<file path="src/rtl/video_htiming_gen.sv">
// Horizontal video timing generator: pixel counter, level/pulse events and
// double-buffered timing registers that take effect at the start of each line.
module video_htiming_gen #(
  parameter int unsigned CW           = 10,
  parameter int unsigned FETCH_FOREGO = 18,
  parameter int unsigned TEXT_ADVANCE = 4
) (
  input  logic          clk_i,
  input  logic          rst_ni,
  input  logic          cend_i,
  input  logic          pre_cend_i,
  input  logic          init_i,
  input  logic          mode_a_text_i,
  input  logic          wr_en_i,
  input  logic [2:0]    wr_addr_i,
  input  logic [CW-1:0] wr_data_i,
  output logic          hblank_o,
  output logic          hsync_o,
  output logic          hpix_o,
  output logic          line_start_o,
  output logic          hsync_start_o,
  output logic          hint_start_o,
  output logic          fetch_start_o,
  output logic          fetch_end_o,
  output logic [CW-1:0] hcount_o
);

  localparam int NumRegs = 7;
  localparam logic [CW:0] FetchLead = (CW+1)'(FETCH_FOREGO);
  localparam logic [CW:0] TextLead  = (CW+1)'(FETCH_FOREGO + TEXT_ADVANCE);

  function automatic logic [CW-1:0] reset_val(input int idx);
    case (idx)
      0:       return CW'(448);
      1:       return CW'(10);
      2:       return CW'(43);
      3:       return CW'(88);
      4:       return CW'(140);
      5:       return CW'(396);
      default: return CW'(443);
    endcase
  endfunction

  // Targets at or beyond the line length can never be reached.
  function automatic logic at_pos(input logic [CW:0] tgt, input logic [CW-1:0] pos,
                                  input logic [CW-1:0] period);
    return (tgt < {1'b0, period}) && (tgt == {1'b0, pos});
  endfunction

  function automatic logic [CW:0] sub_mod(input logic [CW-1:0] a, input logic [CW:0] b,
                                          input logic [CW-1:0] period);
    logic [CW:0] d;
    d = {1'b0, a} - b;
    if ({1'b0, a} < b) d = d + {1'b0, period};
    return d;
  endfunction

  logic [CW-1:0] shadow_q [NumRegs];
  logic [CW-1:0] shadow_d [NumRegs];
  logic [CW-1:0] active_q [NumRegs];
  logic [CW-1:0] active_d [NumRegs];
  logic [CW-1:0] hcount_q, hcount_d;
  logic          hblank_q, hblank_d, hsync_q, hsync_d, hpix_q, hpix_d;
  logic [4:0]    pulse_q, pulse_d;

  logic [CW-1:0] period, hsync_beg, hsync_end, hblnk_end, hpix_beg, hpix_end, hint_beg;
  logic          wrap;
  logic [CW:0]   fetch_start_tgt, fetch_end_tgt;

  assign period    = active_q[0];
  assign hsync_beg = active_q[1];
  assign hsync_end = active_q[2];
  assign hblnk_end = active_q[3];
  assign hpix_beg  = active_q[4];
  assign hpix_end  = active_q[5];
  assign hint_beg  = active_q[6];

  assign wrap            = init_i || (hcount_q == period - CW'(1));
  assign fetch_start_tgt = sub_mod(hpix_beg, mode_a_text_i ? TextLead : FetchLead, period);
  assign fetch_end_tgt   = sub_mod(hpix_end, FetchLead, period);

  always_comb begin
    shadow_d = shadow_q;
    if (wr_en_i && (wr_addr_i != 3'd7) && !((wr_addr_i == 3'd0) && (wr_data_i < CW'(4)))) begin
      shadow_d[wr_addr_i] = wr_data_i;
    end
  end

  always_comb begin
    active_d = active_q;
    hcount_d = hcount_q;
    hblank_d = hblank_q;
    hsync_d  = hsync_q;
    hpix_d   = hpix_q;
    if (cend_i) begin
      // Commit uses the shadow as it stood before this clk's write.
      if (wrap) active_d = shadow_q;
      hcount_d = wrap ? '0 : hcount_q + CW'(1);
      if (at_pos('0, hcount_q, period))                      hblank_d = 1'b1;
      else if (at_pos({1'b0, hblnk_end}, hcount_q, period))  hblank_d = 1'b0;
      if (at_pos({1'b0, hsync_beg}, hcount_q, period))       hsync_d  = 1'b1;
      else if (at_pos({1'b0, hsync_end}, hcount_q, period))  hsync_d  = 1'b0;
      if (at_pos({1'b0, hpix_beg}, hcount_q, period))        hpix_d   = 1'b1;
      else if (at_pos({1'b0, hpix_end}, hcount_q, period))   hpix_d   = 1'b0;
    end
  end

  always_comb begin
    pulse_d    = '0;
    pulse_d[0] = pre_cend_i && at_pos({1'b0, hblnk_end}, hcount_q, period);
    pulse_d[1] = pre_cend_i && at_pos({1'b0, hsync_beg}, hcount_q, period);
    pulse_d[2] = pre_cend_i && at_pos({1'b0, hint_beg}, hcount_q, period);
    pulse_d[3] = pre_cend_i && at_pos(fetch_start_tgt, hcount_q, period);
    pulse_d[4] = pre_cend_i && at_pos(fetch_end_tgt, hcount_q, period);
  end

  always_ff @(posedge clk_i) begin
    if (!rst_ni) begin
      hcount_q <= '0;
      hblank_q <= 1'b0;
      hsync_q  <= 1'b0;
      hpix_q   <= 1'b0;
      pulse_q  <= '0;
      for (int i = 0; i < NumRegs; i++) begin
        shadow_q[i] <= reset_val(i);
        active_q[i] <= reset_val(i);
      end
    end else begin
      hcount_q <= hcount_d;
      hblank_q <= hblank_d;
      hsync_q  <= hsync_d;
      hpix_q   <= hpix_d;
      pulse_q  <= pulse_d;
      shadow_q <= shadow_d;
      active_q <= active_d;
    end
  end

  assign hcount_o      = hcount_q;
  assign hblank_o      = hblank_q;
  assign hsync_o       = hsync_q;
  assign hpix_o        = hpix_q;
  assign line_start_o  = pulse_q[0];
  assign hsync_start_o = pulse_q[1];
  assign hint_start_o  = pulse_q[2];
  assign fetch_start_o = pulse_q[3];
  assign fetch_end_o   = pulse_q[4];

endmodule

</file>
<file path="config.mk">
export PLATFORM = sky130hd
export DESIGN_NAME = video_htiming_gen
export DESIGN_NICKNAME = d
export VERILOG_FILES = /design/src/rtl/video_htiming_gen.sv
export SDC_FILE = /design/constraint.sdc
export NUM_CORES = 1
export LEC_CHECK = 0
export ABC_AREA = 1
export CAP_MARGIN = 20
export CORE_ASPECT_RATIO = 0.7
export CORE_MARGIN = 2
export CORE_UTILIZATION = 32
export CTS_BUF_LIST = sky130_fd_sc_hd__clkbuf_4
export CTS_CLUSTER_SIZE = 8
export DETAILED_ROUTE_END_ITERATION = 10
export PLACE_DENSITY = 0.56
export SETUP_SLACK_MARGIN = 0.3
export SKIP_CTS_REPAIR_TIMING = 1
export SYNTH_ARGS = -nofsm -noshare
export SYNTH_HDL_FRONTEND = slang
export SYNTH_SLANG_ARGS = --single-unit
</file>
<file path="constraint.sdc">
create_clock -name clk_i -period 4 [get_ports clk_i]
set_input_delay 0.8 -clock clk_i [delete_from_list [all_inputs] [get_ports clk_i]]
set_output_delay 0.8 -clock clk_i [all_outputs]
set_load 0.01 [all_outputs]
</file>
==> results.sh, run 1 <==
export IMPL_status="finished, final reports clean"
export IMPL_required_ns=4.50
export IMPL_ys_warn_count=0
export IMPL_synth_xor_area_frac=0.0487
export IMPL_tightest_slew_ns=0.853
export IMPL_numCtsBuffers=17
export IMPL_die_area_sq_um=35600
export IMPL_wl_per_cell_um=17.7
export IMPL_r2r_start="period[7]"
export IMPL_hold_depth=2
export IMPL_synth_simple_area_share=0.329
export IMPL_syn_inst=1633
export IMPL_relSlewSlack=0.431
export IMPL_grt_pass1_vias=10334
export IMPL_setup_violations_final=0
export IMPL_area_growth_pct=13.9
export IMPL_crit_path_end_kind="flop"
export IMPL_crit_fanout=27
export IMPL_die_x_um=225
export IMPL_diodes=0
export IMPL_postSynth_topFlopCell="dfxtp_1"
export IMPL_drt_iter0_markers=1033
export IMPL_yosys_top_cells_area="dfxtp_1 (29%), nand2_1 (14%), ha_1 (11%)"
export IMPL_fp_row_count=56
export IMPL_finalHoldViolations=0
export IMPL_antenna_found_initial=2
export IMPL_start_util=0.325
export IMPL_cts_root_buf="clkbuf_4"
export IMPL_hold_class="reg -> reg"
export IMPL_synth_cell_types=44
export IMPL_design_core_area_sq_um=33500
export IMPL_num_vias=11023
export IMPL_power_frac_seq=0.443
export IMPL_cts_tree="done"
export IMPL_grt_ovfl_total=0
export IMPL_clockPowerShare=0.270
export IMPL_synth_top_family_by_area="simple AND/OR/NAND/NOR gates"
export IMPL_powerDensity_nw_per_um2=316
export IMPL_synthMuxAreaShare=0
export IMPL_grt_total_usage=0.218
export IMPL_ant_nets=0
export IMPL_synth_top_cell_by_area="dfxtp_1"
export IMPL_io_pins=38
export IMPL_critPathKind="reg -> reg"
export IMPL_startpoint_type="flop"
export IMPL_p_comb_frac=0.287
export IMPL_rr_worst_depth=10
export IMPL_reg2reg_slack_ns=0.53
export IMPL_switching_power_uw=1390
export IMPL_nets=1812
export IMPL_hold_path_startpoint="shadow_q[14]"
export IMPL_ys_seq_elements=158
export IMPL_io_buffers=37
export IMPL_synth_most_common_cell="nand2_1"
export IMPL_place_congestion=0.934
export IMPL_rsz0062_at_grt="true"
export IMPL_clock_sinks=158
export IMPL_fin_crit_ns=3.47
export IMPL_route_detailed_drc=0
export IMPL_htree_levels=4
export IMPL_routed_wl_um=37900
export IMPL_whs_ns=0.462
export IMPL_synth_edff_count=0
export IMPL_clk_pin_slew_worst_paths_ns=0.15
export IMPL_crit_start="period[7]"
export IMPL_synth_top_area_share=0.290
export IMPL_synth_adder_area_share=0.120
export IMPL_grt_max_degree=88
export IMPL_netSwitchingFraction=0.354
export IMPL_synth_common_cells="nand2_1 (405), nand3_1 (211), inv_1 (182)"
export IMPL_firstDrtPassIters=5
export IMPL_vias_per_cell=5.16
export IMPL_fp_dieH_um=158
export IMPL_p_int_uw=2530
export IMPL_synth_nets=1756
export IMPL_leakage_uw=0.00584
export IMPL_syn_area_per_cell_sq_um=6.67
export IMPL_yosysSeqAreaShare=0.290
export IMPL_post_route_cells_drive_above_1_share=0.0952
export IMPL_finalCritPeriodShare=0.866
export IMPL_drv_cap=0
export IMPL_rr_endpoint="hcount_o[2]"
export IMPL_syn_area_sq_um=10900
export IMPL_cp_arrival_ns=3.96
export IMPL_async_flop_share=0
export IMPL_hold_end="shadow_q[14]"
export IMPL_peakVddDrop_uv=169
export IMPL_grt_pass1_wl_um=58500
export IMPL_synth_compound_area_share=0.114
export IMPL_clk_latency_ns=0.61
export IMPL_clockBufferDepth=2
export IMPL_max_freq_mhz=289
export IMPL_tns_ns=0
export IMPL_skew_ns=0.0226
export IMPL_dp_hpwl_um=27500
export IMPL_drv_slew=0
## registers in the layout (all words and copies together) (netlist names), 10 cells and up
name	flops
hblnk_end	10
hpix_end	10
hpix_beg	10
hsync_beg	10
shadow_q	70
hint_beg	10
hsync_end	10
period	10
hcount_o	10
## power by group through the flow
stage | clock, uW | combinational [uW] | sequential [uW]
2_1_floorplan | 0 | 749 | 1730
3_3_place_gp | 0 | 1060 | 1770
6_report | 1060 | 1130 | 1740
4_1_cts | 1100 | 1090 | 1730
3_5_place_dp | 0 | 1080 | 1770
5_1_grt | 1160 | 1280 | 1750
## layer usage
layer / up-vias / wire length [um] / track usage
met2: 352 / 15600 / 0.330
met4: 0 / 613 / 0.0523
li1: 5454 / - / -
met3: 44 / 2980 / 0.0434
met5: - / 0 / 0
met1: 5173 / 18700 / 0.315
## stage by stage
| step | worst slack [ns] | cells | utilization | power [uW] | instance area (sq um) |
|---|---|---|---|---|---|
| after floorplan | 0.456 | 1633 | - | 2480 | 10900 |
| after detailed placement | -0.225 | 2103 | 0.357 | 2850 | 12000 |
| after global placement | -0.245 | 2103 | 0.357 | 2830 | 12000 |
| after global routing | 0.175 | 2137 | 0.370 | 4180 | 12400 |
| final | 0.534 | 2137 | 0.370 | 3920 | 12400 |
| after CTS | 0.437 | 2135 | 0.366 | 3920 | 12300 |
## worst max path at each step
| stage | cells past startpoint | to |
|---|---|---|
| 2_1_floorplan | 22 | pulse_q[3] |
| 3_3_place_gp | 23 | pulse_q[3] |
| 3_5_place_dp | 23 | pulse_q[3] |
| 4_1_cts | 23 | pulse_q[3] |
| 5_1_grt | 26 | pulse_q[4] |
| 6_report | 10 | hcount_o[2] |
## critical path, stage by stage, from the launching register on
cell and delay, ns:
dfxtp_1 0.49, inv_1 0.70, nand2_1 0.12, nor2_1 0.24, xnor3_1 0.25, nor2_1 0.14
nand3_2 0.15, nand2_4 0.30, nand2_2 0.50, nand2_2 0.38, nor2_1 0.07
## cell families (layout without fill, tap and decap cells)
group | count (synthesis) | count (layout)
buf+inv | 254 | 323
simple gates | 830 | 830
compound gates | 229 | 229
flops | 158 | 158
xor+xnor | 59 | 59
fa+ha+maj | 103 | 103
## layout by cell type, fill, tap and decap left out, drive strengths merged
cell type,synthesis,layout
a2111oi,1,1
a211oi,3,3
a21boi,3,3
a21oi,136,136
a221oi,1,1
a22o,1,1
buf,39,70
bufinv,0,3
clkbuf,29,18
clkdlybuf4s50,0,35
clkinv,2,7
clkinvlp,0,5
dfxtp,158,158
fa,3,3
ha,100,100
inv,184,185
nand2,408,408
nand3,213,213
nand3b,3,3
nand4,25,25
nor2,134,134
nor3,16,16
nor3b,1,1
nor4,13,13
o211ai,7,7
o21a,2,2
o21ai,71,71
o21bai,1,1
o22ai,1,1
o31ai,2,2
or2,17,17
xnor2,22,22
xnor3,1,1
xor2,36,36
## cell type report
type | count | area, sq um
multi-input combinational | 1221 | 6790
clock inverter | 14 | 168
inverter | 186 | 702
fill | 3652 | 21100
clock buffer | 18 | 135
tap | 435 | 544
timing repair buffer | 105 | 901
sequential | 158 | 3160
No activity file was read; power rests on OpenSTA's default activity.
==> run 2: changes to the inputs <==
--- a/config.mk
+++ b/config.mk
@@ -9,11 +9,12 @@
 export CAP_MARGIN = 20
 export CORE_ASPECT_RATIO = 0.7
 export CORE_MARGIN = 2
-export CORE_UTILIZATION = 32
+export CORE_UTILIZATION = 45
 export CTS_BUF_LIST = sky130_fd_sc_hd__clkbuf_4
+export CTS_CLUSTER_DIAMETER = 150
 export CTS_CLUSTER_SIZE = 8
 export DETAILED_ROUTE_END_ITERATION = 10
-export PLACE_DENSITY = 0.56
+export PLACE_DENSITY = 0.71
 export SETUP_SLACK_MARGIN = 0.3
 export SKIP_CTS_REPAIR_TIMING = 1
 export SYNTH_ARGS = -nofsm -noshare
==> run 2 against run 1 <==
- routed wire length shrank 8.5%
- via count grew 0.54%
- first-iteration DRC count grew 26%
- non-clock buffer count shrank 12
- power shrank 2.6%
- worst setup slack lost 0.038 ns
- core utilization grew 14 points
==> results.sh, run 2 (synthesis gave the netlist of run 1 again) <==
export IMPL_status="finished, final reports clean"
export IMPL_regMostFlops="shadow_q"
export IMPL_grt_max_degree=80
export IMPL_clk_latency_ns=0.61
export IMPL_io_pins=38
export IMPL_grt_total_usage=0.276
export IMPL_clk_pin_slew_worst_paths_ns=0.15
export IMPL_crit_family="simple AND/OR/NAND/NOR gates"
export IMPL_relSlewSlack=0.501
export IMPL_grt_pass1_vias=10075
export IMPL_hold_class="reg -> reg"
export IMPL_postLayoutCoreUtil=0.513
export IMPL_setup_violations_final=0
export IMPL_diodes=0
export IMPL_area_growth_pct=11.7
export IMPL_tns_ns=0
export IMPL_rsz0062_at_grt="true"
export IMPL_cts_tree="done"
export IMPL_cp_arrival_ns=4.00
export IMPL_tightest_slew_ns=0.749
export IMPL_multi_input_area_sq_um=6830
export IMPL_final_cell_mix="nand2_1 (396), nand3_1 (208), inv_1 (177), dfxtp_1 (157), nor2_1 (132)"
export IMPL_nets=1800
export IMPL_io_buffers=37
export IMPL_wl_met3_um=3880
export IMPL_numCtsBuffers=17
export IMPL_clock_sinks=158
export IMPL_drt_iter0_markers=1304
export IMPL_critPathSlowestCell="dfxtp_1"
export IMPL_stdcell_area_sq_um=12200
export IMPL_crit_fanout=27
export IMPL_max_freq_mhz=285
export IMPL_critPathKind="reg -> reg"
export IMPL_worst_path_largest_cell_delay_ns=0.57
export IMPL_grt_ovfl_total=0
export IMPL_required_ns=4.50
export IMPL_fp_dieH_um=134
export IMPL_finalHoldViolations=0
export IMPL_drv_cap=0
export IMPL_route_detailed_drc=0
export IMPL_firstDrtPassIters=5
export IMPL_start_util=0.460
export IMPL_finalCritPeriodShare=0.876
export IMPL_die_area_sq_um=25500
export IMPL_post_route_cells_drive_above_1_share=0.0923
export IMPL_drv_slew=0
export IMPL_clockPowerShare=0.259
export IMPL_powerDensity_nw_per_um2=314
export IMPL_power_frac_seq=0.455
export IMPL_startpoint_type="flop"
export IMPL_fp_row_count=47
export IMPL_critPathBufInv=1
export IMPL_wl_met1_um=15500
export IMPL_dp_hpwl_um=25100
export IMPL_fin_crit_ns=3.50
export IMPL_largest_reg_flops=70
export IMPL_crit_path_end_kind="flop"
export IMPL_cp_cell_sequence="clkinvlp_4 > ha_1 > nand4_2 > nor2_1 > xnor3_1 > nor2_1 > nand3_2 > nand2_4 > nand2_2 > nand2_2 > nor2_1"
export IMPL_routed_wl_um=34700
export IMPL_layout_commonest_cell="nand2_1"
export IMPL_top_layer_used="met4"
export IMPL_design_core_area_sq_um=23700
export IMPL_wl_per_cell_um=17.3
export IMPL_clockBufferDepth=2
export IMPL_leakage_uw=0.00578
export IMPL_cts_root_buf="clkbuf_4"
export IMPL_ant_nets=0
export IMPL_place_area_sq_um=11700
export IMPL_p_comb_frac=0.286
export IMPL_antenna_found_initial=0
export IMPL_die_x_um=190
export IMPL_place_congestion=0.964
export IMPL_switching_power_uw=1370
export IMPL_regArea_sq_um=3160
export IMPL_peakVddDrop_uv=242
export IMPL_netSwitchingFraction=0.358
export IMPL_vias_per_cell=5.52
export IMPL_skew_ns=0.0367
export IMPL_htree_levels=4
export IMPL_nFillCells=2378
export IMPL_crit_path_frequent_cell="nor2_1"
export IMPL_met2_length_um=14600
export IMPL_grt_pass1_wl_um=54600
export IMPL_num_vias=11082
export IMPL_p_int_uw=2450
[run 2: power by group through the flow]
stage	combinational, uW	clock (uW)	sequential [uW]
after CTS	1040	1000	1730
after floorplan	749	0	1730
after detailed placement	1030	0	1770
final	1090	988	1740
after global placement	1000	0	1760
after global routing	1240	1070	1750
[run 2: through the flow]
stage,setup WS [ns],power [uW],hold slack (ns),std cells
2_1_floorplan,0.456,2480,0.430,1633
3_3_place_gp,-0.208,2770,0.439,1975
3_5_place_dp,-0.256,2800,0.444,1975
4_1_cts,0.255,3770,0.465,2007
5_1_grt,0.271,4050,0.482,2008
6_report,0.496,3820,0.461,2008
[run 2: worst min-delay path: cells and delay by family (launching register included)]
kind | cells | cell delay, ns
buf+inv | 1 | 0.06
flops | 1 | 0.32
compound gates | 1 | 0.05
[run 2: layout make-up]
type | instances | share of cell area
Clock buffer | 18 | 0.0111
Multi-Input combinational cell | 1221 | 0.561
Inverter | 186 | 0.0577
Clock inverter | 14 | 0.0117
Sequential cell | 158 | 0.260
Timing Repair Buffer | 93 | 0.0656
Tap cell | 318 | 0.0327
[run 2: layer usage]
| layer | vias to the layer above | global-route usage |
|---|---|---|
| li1 | 5424 | - |
| met1 | 5116 | 0.398 |
| met2 | 480 | 0.415 |
| met3 | 62 | 0.0539 |
| met4 | 0 | 0.0823 |
| met5 | - | 0 |
[run 2: final timing paths]
check,start,end,slack [ns],depth (start not counted)
max,period[1],hcount_o[3],0.50,11
min,shadow_q[10],shadow_q[10],0.46,2
max reg2reg,period[1],hcount_o[3],0.50,11
min reg2reg,shadow_q[10],shadow_q[10],0.46,2
